[config.mk]
export PLATFORM = sky130hd
export DESIGN_NAME = prbs31_chk_ctrl
export DESIGN_NICKNAME = d
export VERILOG_FILES = /design/src/rtl/prbs31_chk_ctrl.sv
export SDC_FILE = /design/constraint.sdc
export NUM_CORES = 1
export LEC_CHECK = 0
export ABC_AREA = 1
export CAP_MARGIN = 5
export CORE_MARGIN = 2
export CORE_UTILIZATION = 40
export CTS_CLUSTER_DIAMETER = 200
export DETAILED_ROUTE_END_ITERATION = 6
export PLACE_DENSITY = 0.72
export SLEW_MARGIN = 20
export SYNTH_ARGS = -nofsm -noshare
export SYNTH_HDL_FRONTEND = slang
export SYNTH_SLANG_ARGS = --single-unit
[constraint.sdc]
create_clock -name clk -period 7.44 [get_ports clk]
set_input_delay 1.488 -clock clk [delete_from_list [all_inputs] [get_ports clk]]
set_output_delay 1.488 -clock clk [all_outputs]
set_load 0.01 [all_outputs]
[src/rtl/prbs31_chk_ctrl.sv]
// PRBS31 receive checker: self-synchronising search/lock/count/done controller with error statistics.
// Optional bit-0 error injection input enabled by defining PRBS31_CHK_ERR_INJECT_EN.
module prbs31_chk_ctrl #(
  parameter int unsigned LOCK_GOOD  = 8,
  parameter int unsigned UNLOCK_BAD = 4
) (
  input  logic        clk,
  input  logic        rst,
  input  logic        start,
  input  logic        stop,
  input  logic [31:0] run_len,
  input  logic        rx_valid,
  input  logic [31:0] rx_data,
`ifdef PRBS31_CHK_ERR_INJECT_EN
  input  logic        inj_err,
`endif
  output logic [1:0]  state,
  output logic        locked,
  output logic        done,
  output logic [47:0] word_cnt,
  output logic [31:0] bit_err_cnt,
  output logic [15:0] lock_loss_cnt
);

  localparam int unsigned GW = $clog2(LOCK_GOOD + 1);
  localparam int unsigned BW = $clog2(UNLOCK_BAD + 1);

  typedef enum logic [1:0] {
    ST_IDLE   = 2'd0,
    ST_SEARCH = 2'd1,
    ST_LOCKED = 2'd2,
    ST_DONE   = 2'd3
  } state_t;

  state_t         st;
  logic [31:0]    expected;
  logic [GW-1:0]  good_run;
  logic [BW-1:0]  bad_run;
  logic [31:0]    run_len_q;

  // 32-step advance of x^31+x^28+1
  function automatic logic [31:0] prbs_next(input logic [31:0] w);
    logic [31:0] n;
    n[31:4] = w[30:3] ^ w[27:0];
    n[3:0]  = {w[2:0], w[30] ^ w[27]} ^ n[31:28];
    return n;
  endfunction

  logic [31:0]   cmp_data;
  logic [31:0]   diff;
  logic [5:0]    pop;
  logic [32:0]   err_sum;
  logic [47:0]   wc_inc;
  logic          match;
  logic [GW-1:0] good_n;
  logic [BW-1:0] bad_n;

  always_comb begin
    cmp_data = rx_data;
`ifdef PRBS31_CHK_ERR_INJECT_EN
    cmp_data = {rx_data[31:1], rx_data[0] ^ inj_err};
`endif
    diff    = cmp_data ^ expected;
    pop     = 6'($countones(diff));
    err_sum = {1'b0, bit_err_cnt} + 33'(pop);
    wc_inc  = word_cnt + 48'd1;
    match   = (diff == 32'd0) && (cmp_data != 32'd0);
    good_n  = match ? good_run + GW'(1) : '0;
    bad_n   = (diff != 32'd0) ? bad_run + BW'(1) : '0;
  end

  assign state = st;

  always_ff @(posedge clk) begin
    if (rst) begin
      st            <= ST_IDLE;
      locked        <= 1'b0;
      done          <= 1'b0;
      word_cnt      <= '0;
      bit_err_cnt   <= '0;
      lock_loss_cnt <= '0;
      expected      <= '0;
      good_run      <= '0;
      bad_run       <= '0;
      run_len_q     <= '0;
    end else begin
      case (st)
        ST_IDLE, ST_DONE: begin
          if (start) begin
            st            <= ST_SEARCH;
            done          <= 1'b0;
            word_cnt      <= '0;
            bit_err_cnt   <= '0;
            lock_loss_cnt <= '0;
            good_run      <= '0;
            bad_run       <= '0;
            run_len_q     <= run_len;
          end
        end
        ST_SEARCH: begin
          if (stop) begin
            st   <= ST_DONE;
            done <= 1'b1;
          end else if (rx_valid) begin
            expected <= prbs_next(cmp_data);
            good_run <= good_n;
            if (good_n == GW'(LOCK_GOOD)) begin
              st      <= ST_LOCKED;
              locked  <= 1'b1;
              bad_run <= '0;
            end
          end
        end
        default: begin
          if (stop) begin
            st     <= ST_DONE;
            locked <= 1'b0;
            done   <= 1'b1;
          end else if (rx_valid) begin
            expected    <= prbs_next(expected);
            word_cnt    <= wc_inc;
            bit_err_cnt <= err_sum[32] ? 32'hFFFF_FFFF : err_sum[31:0];
            bad_run     <= bad_n;
            // run-length completion wins over an unlock on the same word
            if ((run_len_q != 32'd0) && (wc_inc == {16'd0, run_len_q})) begin
              st     <= ST_DONE;
              locked <= 1'b0;
              done   <= 1'b1;
            end else if (bad_n == BW'(UNLOCK_BAD)) begin
              st            <= ST_SEARCH;
              locked        <= 1'b0;
              good_run      <= '0;
              lock_loss_cnt <= (lock_loss_cnt == 16'hFFFF) ? 16'hFFFF : lock_loss_cnt + 16'd1;
            end
          end
        end
      endcase
    end
  end

endmodule
### Yosys cells after proc, flatten, opt, wreduce, memory -nomap -nowiden

Index checks and enable logic that the tools add are counted.

* mux-type cells: 61
* equal/unequal tests: 16
* reductions and logical operators: 25
* bitwise logic cells: 10
* magnitude comparators: 0
* $mul: 0
* add/subtract/negate cells: 36
* shift-type cells: 0
* div/mod/pow operators: 0

Operators by type and width (number)
* 2-to-1 mux 32 bit: 8
* 2-to-1 mux 48 bit: 3
* one-hot mux 32 bit (2 select lines): 2
* 2-to-1 mux 16 bit: 6
* one-hot mux 48 bit (2 select lines): 1
* nonzero test 32 bit: 3
* bitwise XOR 28 bit: 2
* adder 48 x 1 -> 48 bit, second input constant: 1
* == test 48 x 32 -> 1 bit: 1
* adder 32 x 6 -> 33 bit: 1
* adder 1 x 1 -> 2 bit: 16
* logical NOT 32 bit: 1
* 2-to-1 mux 4 bit: 8
* one-hot mux 16 bit (2 select lines): 1
* bitwise XOR 32 bit: 1
* adder 2 x 2 -> 3 bit: 8
* 2-to-1 mux 3 bit: 7
* AND reduction 6 bit: 3
* adder 16 x 1 -> 16 bit, second input constant: 1
* adder 3 x 3 -> 4 bit: 4
* == test 16 bit, second input constant: 1
* 2-to-1 mux 2 bit: 8
* 2-to-1 mux 1 bit: 12
* adder 4 x 4 -> 5 bit: 2
* other kinds (30): 47

* bits in writable memories: 0
* bits of input ports: 69
* memories: 0
* logic and storage cells: 158
* latch bits: 0
* output and inout bits: 100
* ROM bits: 0
* flip-flop bits (word level): 171

### Logic depth before layout (Yosys ltp)

* depth after elaboration: 11
* depth in mapped cells: 30
* depth with buffers taken out: 30

### Worst setup path before layout

Ideal clock, no wire load.

* path kind: input to register
* start point: in rx_data[24]
* end point: reg bit_err_cnt[5]
* buffers on the path: 2
* library setup time: 0.070 ns
* data required time: 7.370 ns
* data arrival time: 7.237 ns
* setup slack: 0.132 ns
* stages on the path: 28
* cells stage by stage: clkbuf_1 xnor2_1 fa_1 fa_1 inv_1 fa_1 fa_1 inv_1 fa_1 fa_1 fa_1 inv_1 fa_1 nand2_1 nor3_1 nor2_1 o21ai_2 nand2_1 nor2_2 nand2_1 nor2_1 inv_1 nor2_2 nand3_2 inv_2 buf_2 o21ai_0 a21oi_1

* cells in the longest elaborated chain, start to end: 11

Ends and longest elaborated chain
* from (decl): RTL line 13 `input logic [31:0] rx_data,`
* bitwise XOR 32 bit: RTL line 63 `diff = cmp_data ^ expected;`
* adder 1 x 1 -> 2 bit (implied by the code): RTL line 64 `pop = 6'($countones(diff));`
* adder 2 x 2 -> 3 bit (implied by the code): RTL line 64
* adder 3 x 3 -> 4 bit (implied by the code): RTL line 64
* adder 4 x 4 -> 5 bit (implied by the code): RTL line 64
* adder 5 x 5 -> 6 bit (implied by the code): RTL line 64
* adder 32 x 6 -> 33 bit: RTL line 65 `err_sum = {1'b0, bit_err_cnt} + 33'(pop);`
* 2-to-1 mux 32 bit: RTL line 122 `bit_err_cnt <= err_sum[32] ? 32'hFFFF_FFFF : err_sum[31:0];`
* 2-to-1 mux 32 bit: RTL line 119 `end else if (rx_valid) begin`
* 2-to-1 mux 32 bit: RTL line 115 `if (stop) begin`
* one-hot mux 32 bit (2 select lines): RTL line 87 `case (st)`
* to (signal assigned): RTL line 122
* to (decl): RTL line 21 `output logic [31:0] bit_err_cnt,`

No other way between the ends. The select of a mux whose other input is x is not followed.
A chain may end at the register's enable or synchronous reset.

### Final worst setup path

* start point: in rx_data[6]
* end point: reg bit_err_cnt[24]

The elaborated chain is that of the path after synthesis.

==> impl_metrics.json <==
{
  "crit_family": "adder cells",
  "grt_pass1_wl_mm": 59.8,
  "ys_seq_area_share_pct": 27.9,
  "rows": 64,
  "status": "finished, final reports clean",
  "worstMarginPinSlew_ps": 1090,
  "vias": 12700,
  "period_share_pct": 96.5,
  "clkPwrFrac_pct": 15.6,
  "crit_slowest_cell": "fa_1",
  "synthesis.yosys.warnings": 0,
  "async_reset_ff_share_pct": 0,
  "grt_max_degree": 91,
  "postSynthNetCount": 1979,
  "multiInputGateArea_mm2": 0.00790,
  "dpl_cell_area_mm2": 0.0145,
  "power_density_mw_per_mm2": 399,
  "pre_cts_slack_ps": -578,
  "cts_tree": "yes",
  "path_buf_inv": 6,
  "synth_area_leaders": "dfxtp_1 (28%), nand2_1 (15%), nor2_1 (6.4%)",
  "antenna_cells": 0,
  "seq_area_mm2": 0.00342,
  "dieArea_mm2": 0.0321,
  "synth_top_area_cell": "dfxtp_1",
  "clkSlewWorstSetupHoldPaths_ps": 70,
  "port_buffers": 168,
  "h-tree-depth": 4,
  "die_h_um": 179,
  "cts.sinks": 171,
  "power.switching_mw": 2.94,
  "routabilityCongestion": 0.942,
  "ant_nets": 0,
  "synthesis.area_mm2": 0.0123,
  "cts_buffers": 17,
  "final_core_util_pct": 50.4,
  "overflow": 0,
  "syn_inst": 1863,
  "stdcell_area_mm2": 0.0153,
  "comb_power_share_pct": 63.9,
  "p_leak_nw": 6.30,
  "setup_viol": 0,
  "setup_ws_ps": 261,
  "final-max-slew-violation-count": 0,
  "clockRootBuffer": "clkbuf_16",
  "hold_viol_final": 0,
  "critPathArrivalTime_ps": 7540,
  "cpMostUsedCell": "fa_1",
  "synth-seq-cells": 171,
  "via_per_inst": 5.19,
  "ir_drop_uv": 665,
  "die_x_um": 179,
  "critical_path.max_stage_delay_ps": 570,
  "cts_buffer_depth": 2,
  "clock-skew-final_ps": 20.9,
  "wl_per_cell_um": 15.6,
  "track_usage_pct": 23.5,
  "antenna_found_initial": 0,
  "syn_area_per_cell_um2": 6.58,
  "max-cap-violations": 0,
  "routed_wl_mm": 38.2,
  "fin_nets": 2151,
  "cp-start-kind": "input pin",
  "required_ps": 7800,
  "fmax_ghz": 0.139,
  "relSlewSlack_pct": 27.5,
  "synth.distinct_cells": 47,
  "hp-class": "register to register",
  "synth_edf_count": 0,
  "synth_top_cell_area_share_pct": 27.9,
  "critPathCaptureType": "register",
  "total_power_mw": 6.11,
  "place_hpwl_mm": 28.5,
  "seqPwrFrac_pct": 20.5,
  "area_delta_synth_final_pct": 25.0,
  "grt_pass1_vias": 11700,
  "intPower_mw": 3.17,
  "fin_setup_tns_ps": 0,
  "cp_max_fo": 3,
  "switching_share_pct": 48.1,
  "insertion_delay_ps": 450,
  "drt_iter0_markers": 892,
  "synth-main-ff-cell": "dfxtp_1",
  "core_area_mm2": 0.0304,
  "fillers": 3024,
  "fin_crit_ps": 7180,
  "firstDrtPassIters": 5,
  "route.detailed.drc": 0,
  "ios": 169,
  "critical_path_class": "input pin to register",
  "start_util_pct": 40.3,
  "layout-drive-gt1-share_pct": 8.45
}
placed cells by master, fill, tap and decap left out, types with 5 or more instances in the layout:
master,n
a21oi_1,133
buf_4,51
clkbuf_16,17
clkdlybuf4s50_1,160
dfxtp_1,171
dlymetal6s2s_1,6
fa_1,24
ha_1,21
inv_1,203
inv_2,8
inv_8,6
nand2_1,474
nand2_2,11
nand3_1,120
nand3b_1,5
nand4_1,35
nor2_1,206
nor2_2,22
nor2_4,7
nor3_1,13
nor4_1,12
o211ai_1,54
o21ai_0,81
o21ai_1,12
or2_2,8
xnor2_1,64
xnor2_2,10
xor2_1,48
cells in the mapped netlist (5+ instances only):
cell,count
fa_1,26
xnor2_1,74
nor2_2,21
nor2_1,210
inv_1,205
o211ai_1,54
clkbuf_1,55
nor4_1,12
a21oi_1,135
nand3b_1,5
o21ai_0,83
dfxtp_1,171
nor3_1,16
ha_1,21
nand2_1,476
or2_2,8
xor2_1,48
nand3_1,120
inv_2,6
nand4_1,35
nand2_2,9
o21ai_1,10
path summary, 6_finish.rpt:
path,startpoint,end,slack [ps],cells past startpoint
worst max-delay path,rx_data[6],bit_err_cnt[24],260,28
worst min register to register,locked,locked,470,2
worst max register to register,expected[16],bit_err_cnt[24],1180,29
worst min-delay path,locked,locked,470,2
tightest hold or removal path, cell delays in order, from the launching register on:
cell and delay [ps]:
dfxtp_1 310, nand2_1 60, a21oi_1 50
stage by stage:
stage	instances	hold slack, ps
final	2444	467
after global routing	2444	494
after CTS	2442	477
after detailed placement	2408	469
after global placement	2408	454
after floorplan	1863	446
layout make-up:
cell class                 instances  share of cell area (%)
clock buffer                      17                    2.78
sequential                       171                    22.3
tap                              396                    3.23
clock inverter                    15                    1.23
multi-input combinational       1411                    51.5
timing repair buffer             219                    13.6
inverter                         215                    5.31
layer usage:
layer	vias up	wire (um)	GRT usage, %
met5	-	0	0
met4	0	863	7.76
met3	57	2390	3.33
met2	428	19000	41.2
met1	5816	15900	29.5
li1	6382	-	-
state kept, by name, indices dropped and copies added (netlist names):
name,cells
run_len_q,32
done,1
bad_run,3
locked,1
lock_loss_cnt,16
expected,32
word_cnt,48
state,2
bit_err_cnt,32
good_run,4
power groups by stage:
stage               Clock (mW)  Combinational, mW  Sequential [mW]
finish                   0.953               3.91             1.26
global route              1.00               4.46             1.27
global placement             0               3.67             1.26
detailed placement           0               3.76             1.27
CTS                      0.969               3.90             1.25
floorplan                    0               2.78             1.23
kinds of logic (layout without fill, tap and decap cells):
family,after synthesis,after routing,share of synthesized area (%)
AOI/OAI and AO/OA,303,303,13.9
buffers and inverters,281,466,8.87
xor gates and xnor gates,128,128,9.83
DFF,171,171,27.9
and+or+nand+nor,933,933,33.1
adders and majority gates,47,47,6.39
what timing repair did:
item                       4_1_cts  5_1_grt
hold buffers                     0        0
pin swaps                        5       20
gates resized for setup          9       29
setup endpoints to repair       21       32
setup buffers                    2        2
No activity file was read; power rests on OpenSTA's default activity.
